**src/rtl/video_shifter_pkg.sv**
```systemverilog
// Shared constants for the video pixel serializer: plane bit positions, palette
// sizing and reset contents, and the blank/sync pipeline description.
package video_shifter_pkg;

  localparam int PLANE_B     = 0;
  localparam int PLANE_R     = 1;
  localparam int PLANE_G     = 2;
  localparam int NUM_PLANES  = 3;
  localparam int PAL_ENTRIES = 1 << NUM_PLANES;
  localparam int PIPE_DEPTH  = 3;

  typedef struct packed {
    logic blank_n;
    logic hsync_n;
    logic vsync_n;
  } sync_ctrl_t;

  // Blanked with both syncs inactive, so nothing reaches the DAC out of reset.
  localparam sync_ctrl_t SYNC_RESET = '{blank_n: 1'b0, hsync_n: 1'b1, vsync_n: 1'b1};

  function automatic logic [NUM_PLANES-1:0] pal_reset_value(input int i);
    return NUM_PLANES'(i);
  endfunction

endpackage

```
**src/rtl/video_palette.sv**
```systemverilog
// Eight-entry digital palette register file: one write port, one asynchronous
// read port, identity contents after reset.
module video_palette
  import video_shifter_pkg::*;
#(
  parameter int COLOR_W = 3
) (
  input  logic                  clk,
  input  logic                  rst,
  input  logic                  we,
  input  logic [NUM_PLANES-1:0] wa,
  input  logic [COLOR_W-1:0]    wd,
  input  logic [NUM_PLANES-1:0] ra,
  output logic [COLOR_W-1:0]    rd
);

  logic [COLOR_W-1:0] entry [PAL_ENTRIES];

  always_ff @(posedge clk) begin
    if (rst) begin
      for (int i = 0; i < PAL_ENTRIES; i++) begin
        entry[i] <= COLOR_W'(pal_reset_value(i));
      end
    end else if (we) begin
      entry[wa] <= wd;
    end
  end

  // Read is combinational so the registered lookup sees the pre-write value.
  assign rd = entry[ra];

endmodule

```
**src/rtl/video_shifter.sv**
```systemverilog
// Pixel serializer: three plane shift registers feed a masked index stage and a
// palette lookup stage, with blank/sync delayed through a matching pipe.
module video_shifter
  import video_shifter_pkg::*;
#(
  parameter int DATA_W  = 8,
  parameter int COLOR_W = 3
) (
  input  logic                  CLKSYS,
  input  logic                  SRESET,
  input  logic                  SFTCLK_EN,
  input  logic                  SFTLODn,
  input  logic [DATA_W-1:0]     VDATA_B,
  input  logic [DATA_W-1:0]     VDATA_R,
  input  logic [DATA_W-1:0]     VDATA_G,
  input  logic                  SBLANKn,
  input  logic                  SHSYNCn,
  input  logic                  SVSYNCn,
  input  logic                  MPAGE_WE,
  input  logic [NUM_PLANES-1:0] MPAGE_D,
  input  logic                  PAL_WE,
  input  logic [NUM_PLANES-1:0] PAL_A,
  input  logic [COLOR_W-1:0]    PAL_D,
  output logic [COLOR_W-1:0]    VID_RGB,
  output logic                  VID_BLANKn,
  output logic                  VID_HSYNCn,
  output logic                  VID_VSYNCn
);

  logic [DATA_W-1:0]     shift_b_p0;
  logic [DATA_W-1:0]     shift_r_p0;
  logic [DATA_W-1:0]     shift_g_p0;
  logic [NUM_PLANES-1:0] plane_msb;
  logic [NUM_PLANES-1:0] mask;
  logic [NUM_PLANES-1:0] idx_p1;
  logic [COLOR_W-1:0]    pal_rd;
  sync_ctrl_t            ctrl_pipe [PIPE_DEPTH];

  always_comb begin
    plane_msb          = '0;
    plane_msb[PLANE_B] = shift_b_p0[DATA_W-1];
    plane_msb[PLANE_R] = shift_r_p0[DATA_W-1];
    plane_msb[PLANE_G] = shift_g_p0[DATA_W-1];
  end

  always_ff @(posedge CLKSYS) begin
    if (SRESET) begin
      mask <= '0;
    end else if (MPAGE_WE) begin
      mask <= MPAGE_D;
    end
  end

  video_palette #(
    .COLOR_W (COLOR_W)
  ) u_palette (
    .clk (CLKSYS),
    .rst (SRESET),
    .we  (PAL_WE),
    .wa  (PAL_A),
    .wd  (PAL_D),
    .ra  (idx_p1),
    .rd  (pal_rd)
  );

  always_ff @(posedge CLKSYS) begin
    if (SRESET) begin
      shift_b_p0 <= '0;
      shift_r_p0 <= '0;
      shift_g_p0 <= '0;
      idx_p1     <= '0;
      VID_RGB    <= '0;
      for (int i = 0; i < PIPE_DEPTH; i++) begin
        ctrl_pipe[i] <= SYNC_RESET;
      end
    end else if (SFTCLK_EN) begin
      // Stage 1: load or shift MSB-first with zero fill
      if (!SFTLODn) begin
        shift_b_p0 <= VDATA_B;
        shift_r_p0 <= VDATA_R;
        shift_g_p0 <= VDATA_G;
      end else begin
        shift_b_p0 <= {shift_b_p0[DATA_W-2:0], 1'b0};
        shift_r_p0 <= {shift_r_p0[DATA_W-2:0], 1'b0};
        shift_g_p0 <= {shift_g_p0[DATA_W-2:0], 1'b0};
      end

      // Stage 2: masked palette index
      idx_p1 <= plane_msb & ~mask;

      // Stage 3: palette lookup, forced to 0 by the blank aligned with this index
      VID_RGB <= ctrl_pipe[PIPE_DEPTH-2].blank_n ? pal_rd : '0;

      ctrl_pipe[0] <= '{blank_n: SBLANKn, hsync_n: SHSYNCn, vsync_n: SVSYNCn};
      for (int i = 1; i < PIPE_DEPTH; i++) begin
        ctrl_pipe[i] <= ctrl_pipe[i-1];
      end
    end
  end

  assign VID_BLANKn = ctrl_pipe[PIPE_DEPTH-1].blank_n;
  assign VID_HSYNCn = ctrl_pipe[PIPE_DEPTH-1].hsync_n;
  assign VID_VSYNCn = ctrl_pipe[PIPE_DEPTH-1].vsync_n;

endmodule
```
**config.mk**
```make
export PLATFORM = sky130hd
export DESIGN_NAME = video_shifter
export DESIGN_NICKNAME = d
export VERILOG_FILES = /design/src/rtl/video_shifter_pkg.sv /design/src/rtl/video_palette.sv /design/src/rtl/video_shifter.sv
export SDC_FILE = /design/constraint.sdc
export NUM_CORES = 1
export LEC_CHECK = 0
export BUFFER_PORTS_ARGS = -buffer_cell sky130_fd_sc_hd__buf_2
export CORE_MARGIN = 2
export CORE_UTILIZATION = 32
export CTS_BUF_LIST = sky130_fd_sc_hd__clkbuf_8
export CTS_CLUSTER_SIZE = 28
export DETAILED_ROUTE_END_ITERATION = 10
export PLACE_DENSITY = 0.5
export REMOVE_ABC_BUFFERS = 1
export SYNTH_ARGS = -nofsm -noshare
export SYNTH_HDL_FRONTEND = slang
export SYNTH_SLANG_ARGS = --single-unit
```
**constraint.sdc**
```tcl
create_clock -name CLKSYS -period 1.89 [get_ports CLKSYS]
set_clock_uncertainty 0.15 [all_clocks]
set_input_delay 0.2835 -clock CLKSYS [delete_from_list [all_inputs] [get_ports CLKSYS]]
set_output_delay 0.2835 -clock CLKSYS [all_outputs]
set_load 0.1 [all_outputs]
```
Yosys cells after proc, flatten, opt, wreduce, memory -nomap -nowiden
Memory sizes are Yosys's and may differ from the RTL's. A register that Yosys moved wholly into a read port is not among the register bits.
Cells that the tools add are included.
{ "totals": {"register_bits": 33, "latch_bits": 0, "ramBits": 33, "rom_bits": 0, "out_inout_bits": 6, "wordCells": 34, "memories": 2} }
{ "classes": {"addsub": 0, "n_mul": 0, "n_div": 0, "n_lt_le_gt_ge": 0, "eq_ne": 0, "shift": 0, "n_mux": 20, "n_bitwise": 5, "reduce_logical": 1} }
{ "memory_table": {"columns": ["memory", "words", "word_bits", "read_ports", "rd_ports_with_merged_regs", "write_ports", "line", "text"], "rows": [
  ["u_palette.entry", 8, 3, 1, 1, 8, "video_palette.sv:17", "logic [COLOR_W-1:0] entry [PAL_ENTRIES];"],
  ["ctrl_pipe", 3, 3, 3, 0, 3, "video_shifter.sv:37", "sync_ctrl_t ctrl_pipe [PIPE_DEPTH];"]
]} }
{ "ops": {"columns": ["operator", "count"], "rows": [
  ["$mux 3", 8],
  ["$mux 8", 3],
  ["$mux 1", 9],
  ["$and 3x3->3", 1],
  ["$not 3->3", 1],
  ["$or 1x1->1", 3],
  ["$reduce_or 3->1", 1]
]} }

Longest topological paths before layout
Gate-level depths: netlist (run 1).
{ "depth": {"word_depth": 5, "mapped_depth": 5} }

By module
A second synthesis (run 1) with hierarchy kept.
{ "unflattened": {"hier_cells": 242, "area_unflattened_um2": 2972.9} }
{ "modules_own_cells": {"columns": ["module", "n_inst", "cells_each", "area_each_um2", "seq_area_each_um2"], "rows": [
  ["video_shifter", 1, 163, 1750.4, 930.9],
  ["video_palette", 1, 79, 1222.4, 720.7]
]} }

Worst setup path before layout (run 1)
OpenSTA, ideal clock, no wires.
{ "synth_path": {"path_kind": "input port to flip-flop", "from": "input PAL_A[1]", "to": "memory u_palette.entry[1][0] (data pin)", "setup_time_ns": 0.265, "arrival_ns": 1.110, "slack_ns": 0.365, "cell_stages": 3, "path_buffers": 1, "path_cell_list": "or3b_1 buf_2 or3_1"} }
{ "synth_rtl": {"columns": ["element", "line", "text"], "rows": [
  ["from (decl)", "video_shifter.sv:22", "input logic [NUM_PLANES-1:0] PAL_A,"],
  ["to (decl)", "video_palette.sv:17", null]
]} }

Worst setup path in the final report (run 1)
{ "layout_path": {"from": "register VID_RGB[0]", "to": "output VID_RGB[0]"} }
{ "layout_rtl": {"columns": ["element", "line", "text"], "rows": [
  ["from (decl)", "video_shifter.sv:24", "output logic [COLOR_W-1:0] VID_RGB,"],
  ["from (signal assigned)", "video_shifter.sv:92", "VID_RGB <= ctrl_pipe[PIPE_DEPTH-2].blank_n ? pal_rd : '0;"]
]} }
No word-level cell between the ends.

==> results of run 1 <==
-- power breakdown --
group	total, mW	internal (mW)	leakage (nW)	switching, mW
Sequential	1.69	1.65	0.616	0.0354
Combinational	0.312	0.137	0.644	0.175
Clock	1.05	0.530	0.103	0.523
-- area by class of cell --
| cell class | count | area (um2) |
|---|---|---|
| inverter | 2 | 7.51 |
| multi-input combinational | 166 | 1140 |
| sequential | 69 | 1710 |
| clock inverter | 5 | 21.3 |
| tap | 108 | 135 |
| fill | 885 | 5330 |
| clock buffer | 11 | 151 |
| timing repair buffer | 54 | 313 |
-- state kept, by name (all words and copies together) (netlist names), named ones only --
register,flops
VID_RGB,3
ctrl_pipe,9
idx_p1,3
mask,3
shift_b_p0,8
shift_g_p0,8
shift_r_p0,8
u_palette.entry,24
-- worst max path at each step --
stage                                        from                                   to  slack (ps)  cells after the start
final                     VID_RGB[0]$_SDFFE_PP0P_                           VID_RGB[0]         340                      1
after floorplan                          PAL_A[1]  u_palette.entry[1][0]$_SDFFCE_PN1P_         390                      2
after global placement                     SRESET  u_palette.entry[0][1]$_SDFFCE_PN0P_         190                      4
after detailed placement                   SRESET  u_palette.entry[0][2]$_SDFFCE_PN0P_         160                      4
after global routing                         flop              VID_RGB[2]$_SDFFE_PP0P_         230                      4
after CTS                 VID_RGB[0]$_SDFFE_PP0P_                           VID_RGB[0]         330                      1
-- synth_stat cells (all sizes together) (4+ instances only) --
library cell / count / share of area (%)
mux2i: 24 / 8.2
nand3b: 4 / 1.0
a21oi: 6 / 1.0
a211oi: 21 / 5.4
buf: 8 / 1.6
dfxtp: 36 / 25
clkbuf: 8 / 1.0
nor2b: 4 / 0.85
edfxtp: 33 / 34
and2: 14 / 3.0
mux2: 6 / 2.3
or2: 7 / 1.5
nand2: 6 / 0.77
nand2b: 13 / 2.8
or3: 11 / 2.3
nor2: 36 / 4.6
-- kinds of logic after synthesis --
| kind of cell | count (synthesis) | share of synthesized area [%] |
|---|---|---|
| flip-flops | 69 | 58.4 |
| AO/OA/AOI/OAI | 34 | 8.06 |
| AND/OR/NAND/NOR | 99 | 17.9 |
| multiplexers | 33 | 12.8 |
| buffers and inverters | 18 | 2.86 |
-- worst register-to-register path: stages, from the launching register on --
cell	delay [ps]
dfxtp_1	440
buf_4	200
mux2_2	360
o22ai_1	190
o31ai_1	80
-- layer usage --
metal	track usage [%]	routed length [um]	vias to the layer above
li1	-	-	999
met1	17.3	2800	887
met2	18.1	2490	40
met3	5.20	310	10
met4	4.43	84	0
met5	0	0	-
-- metrics by stage --
step / hold WS, ps / cells / util [%] / total power [mW] / instance area (um2)
2_1_floorplan: 206 / 237 / - / 1.89 / 2860
3_3_place_gp: 294 / 399 / 37.5 / 2.03 / 3300
3_5_place_dp: 307 / 399 / 37.5 / 2.04 / 3300
4_1_cts: 21.6 / 415 / 39.5 / 3.10 / 3480
5_1_grt: 9.04 / 415 / 39.5 / 3.21 / 3480
6_report: 26.9 / 415 / 39.5 / 3.05 / 3480
==> flow_summary.json, run 1 <==
{
  "status": "finished clean",
  "syn-instance-count": 253,
  "hpwlAfterDp_mm": 3.94,
  "cp_max_fo": 2,
  "ys_seq_area_share_pct": 58.4,
  "vias": 1936,
  "clock-root-buffer": "clkbuf_8",
  "yosysWarnings": 0,
  "fin_ws_ps": 339,
  "drive_above_1_share_pct": 27.4,
  "numCtsBuffers": 9,
  "ys.flop_type": "dfxtp_1",
  "std_cell_rows": 34,
  "grt_overflow": 0,
  "fin_nets": 344,
  "final_antenna_net_count": 0,
  "grt_pass1_vias": 1917,
  "hold_end": "shift_b_p0[0]$_SDFFE_PP0P_",
  "rrSetupSlack_ps": 370,
  "cts_max_level": 3,
  "pin_count": 48,
  "areaGrowthSynthToFinish_pct": 18.6,
  "finalHoldViolations": 0,
  "worstPathCellList": "buf_2",
  "drc": 0,
  "tightest_slew_ps": 490,
  "cts_tree": "done",
  "max_stage_delay_ps": 430,
  "slowest_stage": "buf_2",
  "p_leak_nw": 1.36,
  "syn_area_um2": 2930,
  "worstPathRequired_ps": 1460,
  "critPathArrivalTime_ps": 1120,
  "start_util_pct": 33.3,
  "cp_top_family": "buffers and inverters",
  "wl_mm": 5.69,
  "power.density_nw_per_um2": 878,
  "gp_congestion": 0.718,
  "setup_tns_ps": 0,
  "period_needed_ps": 1550,
  "dieArea_um2": 9950,
  "mostFrequentLayoutCell": "buf_2",
  "ir_worst_vdd_uv": 315,
  "grt_max_degree": 41,
  "core_area_um2": 8810,
  "max_cap_violations": 0,
  "hold_class": "in2reg",
  "hold_start": "VDATA_B[0]",
  "die_h_um": 99.7,
  "clk_path_buf_depth": 2,
  "worstHoldPathCells": 3,
  "ys_ff_latch": 69,
  "r2r_end": "VID_RGB[2]$_SDFFE_PP0P_",
  "start_kind": "flop",
  "clkSlewWorstSetupHoldPaths_ps": 70,
  "drv_slew": 0,
  "synthArstFlopShare_pct": 0,
  "clock_latency_ps": 330,
  "post-place-ws_ps": 157,
  "timing.final.crit_share_pct": 82.1,
  "drt-pass1-iter-count": 4,
  "wl_per_cell_um": 13.7,
  "cts_resized": 0,
  "num_antenna_cells": 0,
  "rsz0062_at_grt": "false",
  "antenna_found_initial": 0,
  "grt_usage_pct": 12.7,
  "layout_common_cells": "47 x buf_2, 36 x dfxtp_1, 36 x nor2_1, 33 x edfxtp_1, 24 x mux2i_1",
  "slew_headroom_pct": 67.6,
  "die_w_um": 99.7,
  "fmax_ghz": 0.645,
  "worst_r2r_path_depth": 4,
  "cp-end-kind": "primary output",
  "avgSynthCellArea_um2": 11.6,
  "avgViaCountPerCell": 4.67,
  "postCtsHoldBufs": 0,
  "critPathKind": "reg2out",
  "crit_buf_inv": 1,
  "synthDistinctLibCells": 27,
  "postCtsSetupBuffers": 0,
  "cts_sinks": 69,
  "grt_pass1_wl_mm": 9.60,
  "synth-edff-count": 33,
  "setup_violations": 0,
  "numPortBuffers": 47,
  "drt_iter0_drc": 46
}
Power figures use the tool's default switching activity.
==> run 2: changes to the inputs <==
- ABC_AREA: default -> 1
- clock period: 1.89 -> 1.6 ns (I/O delays scaled with it)
==> run 2 against run 1 <==
Compared with the run above:
- die area shrank 0.74%
- via count up 18%
- core utilization increased by 3.1 points
- synthesized cell count is 29% higher
- clock-buffer cell count fell by 2
- critical path depth is the same
==> flow_summary.json, run 2 <==
{
  "status": "finished clean",
  "yosysTopAreaCell": "edfxtp_1",
  "num_antenna_cells": 0,
  "fin_hold_ws_ps": 26.2,
  "drt_iter0_drc": 153,
  "ys_ff_latch": 69,
  "cp-end-kind": "primary output",
  "drt-pass1-iter-count": 4,
  "areaGrowthSynthToFinish_pct": 28.2,
  "yosysWarnings": 0,
  "grt_overflow": 0,
  "ys_seq_area_share_pct": 58.8,
  "r2r_end": "VID_RGB[2]$_SDFFE_PP0P_",
  "hpwlAfterDp_mm": 4.24,
  "largest_register_ff_count": 24,
  "wl_mm": 6.11,
  "cts_resized": 0,
  "finalHoldViolations": 0,
  "synthDistinctLibCells": 21,
  "hold_end": "mask[2]$_SDFFE_PP0P_",
  "top_register": "u_palette.entry",
  "antenna_found_initial": 0,
  "drive_above_1_share_pct": 19.8,
  "top_regs": "u_palette.entry: 24 flops, ctrl_pipe: 9 flops",
  "slew_headroom_pct": 61.1,
  "cts_sinks": 69,
  "avgSynthCellArea_um2": 8.93,
  "cts_max_level": 3,
  "core_area_um2": 8760,
  "clock-root-buffer": "clkbuf_8",
  "drv_slew": 0,
  "met3_usage_pct": 2.25,
  "gp_congestion": 0.754,
  "max_stage_delay_ps": 420,
  "postCtsSetupBuffers": 0,
  "finalPower_mw": 3.78,
  "timing.final.crit_share_pct": 93.1,
  "vias": 2288,
  "drc": 0,
  "use_met1_pct": 18.1,
  "grt.busiest_layer": "met2",
  "hold_start": "MPAGE_WE",
  "avgViaCountPerCell": 4.42,
  "cp_max_fo": 2,
  "crit_buf_inv": 1,
  "cts_tree": "done",
  "die_h_um": 99.4,
  "cp_top_family": "buffers and inverters",
  "die_w_um": 99.4,
  "period_needed_ps": 1490,
  "pin_count": 48,
  "p_leak_nw": 1.53,
  "numPortBuffers": 47,
  "max_cap_violations": 0,
  "fin_nets": 447,
  "hold_class": "in2reg",
  "rsz0062_at_grt": "false",
  "worst_r2r_path_depth": 6,
  "syn-instance-count": 326,
  "synth_common_cells": "69 x nand2_1, 40 x inv_1, 36 x dfxtp_1",
  "synth-edff-count": 33,
  "grt_pass1_vias": 2259,
  "start_util_pct": 33.2,
  "grt_pass1_wl_mm": 10.5,
  "ys.flop_type": "dfxtp_1",
  "fmax_ghz": 0.672,
  "slowest_stage": "buf_2",
  "clk_path_buf_depth": 2,
  "critPathKind": "reg2out",
  "ir_worst_vdd_uv": 417,
  "mostFrequentLayoutCell": "nand2_1",
  "worstHoldPathCells": 3,
  "std_cell_rows": 34,
  "met2_usage_pct": 21.5,
  "worstPathCellList": "buf_2",
  "start_kind": "flop",
  "rrSetupSlack_ps": 410,
  "setup_violations": 0,
  "layout_common_cells": "69 x nand2_1, 47 x buf_2, 40 x inv_1, 36 x dfxtp_1, 34 x o21ai_1",
  "dieArea_um2": 9870,
  "synthArstFlopShare_pct": 0,
  "synth_top_area_share_pct": 34.0,
  "wl_per_cell_um": 11.8,
  "setup_tns_ps": 0,
  "clkSlewWorstSetupHoldPaths_ps": 80,
  "clock_latency_ps": 340,
  "tightest_slew_ps": 583,
  "numCtsBuffers": 9,
  "worstPathRequired_ps": 1210,
  "syn_area_um2": 2910,
  "grt_max_degree": 44,
  "critPathArrivalTime_ps": 1100,
  "power.density_nw_per_um2": 1010,
  "grt_usage_pct": 13.5,
  "synthTopCellsByArea": "edfxtp_1 34%, dfxtp_1 25%, nand2_1 8.9%",
  "final_antenna_net_count": 0,
  "synth.most_common_cell": "nand2_1"
}
-- run 2: cell types whose count changed after synthesis, sizes merged, moves of 9 or more --
cell	previous run	this run
a21oi	6	21
nor2	36	27
o21ai	0	49
and2	14	0
nand3	0	21
nand2b	13	0
mux2i	24	0
nand2	6	71
or3	11	0
a211oi	21	0
inv	2	45
-- run 2: worst max path at each step --
stage	endpoint	from	cells after the start	slack (ps)
2_1_floorplan	u_palette.entry[7][0]$_SDFFCE_PN1P_	SRESET	5	130
3_3_place_gp	u_palette.entry[7][0]$_SDFFCE_PN1P_	SRESET	7	50
3_5_place_dp	u_palette.entry[7][0]$_SDFFCE_PN1P_	SRESET	7	50
4_1_cts	VID_RGB[2]	VID_RGB[2]$_SDFFE_PP0P_	1	90
5_1_grt	VID_RGB[2]	VID_RGB[2]$_SDFFE_PP0P_	1	50
6_report	VID_RGB[2]	VID_RGB[2]$_SDFFE_PP0P_	1	110
-- run 2: metrics by stage --
step | setup WS (ps) | util (%) | area [um2] | instances
floorplan | 128 | - | 2810 | 313
global placement | 53.5 | 37.0 | 3240 | 473
global route | 49.0 | 42.6 | 3730 | 518
CTS | 87.6 | 42.6 | 3730 | 518
finish | 111 | 42.6 | 3730 | 518
detailed placement | 52.6 | 37.0 | 3240 | 473
-- run 2: cells by family (layout without fill, tap and decap cells) --
| kind of cell | Yosys count | in the layout | synth area share [%] |
|---|---|---|---|
| buf+inv | 58 | 142 | 9.20 |
| flops | 69 | 69 | 58.8 |
| compound gates | 73 | 73 | 12.8 |
| simple gates | 126 | 126 | 19.2 |
-- run 2: final cells by class --
cell class / instances / area, um2
fillers: 894 / 5030
flip-flops and latches: 69 / 1710
multi-input cells: 199 / 931
repair buffers: 81 / 588
inverters: 45 / 169
well taps: 108 / 135
clock buffers: 9 / 124
clock inverters: 7 / 73.8
-- run 2: timing repair --
action,in CTS,in global routing
hold buffers,29,0
endpoints found under the hold margin,29,0
endpoints found under the setup margin,0,0
-- run 2: power breakdown --
| group | switching [mW] | leakage, nW | internal (mW) |
|---|---|---|---|
| clock network | 0.669 | 0.100 | 0.727 |
| registers | 0.0329 | 0.615 | 1.95 |
| logic | 0.236 | 0.817 | 0.163 |
-- run 2: per-layer routing --
layer	vias to the layer above	wire length (um)	part of all wire, %
li1	1217	-	-
met1	1013	2960	49
met2	49	2810	46
met3	9	235	3.8
met4	0	99	1.6
met5	-	0	0
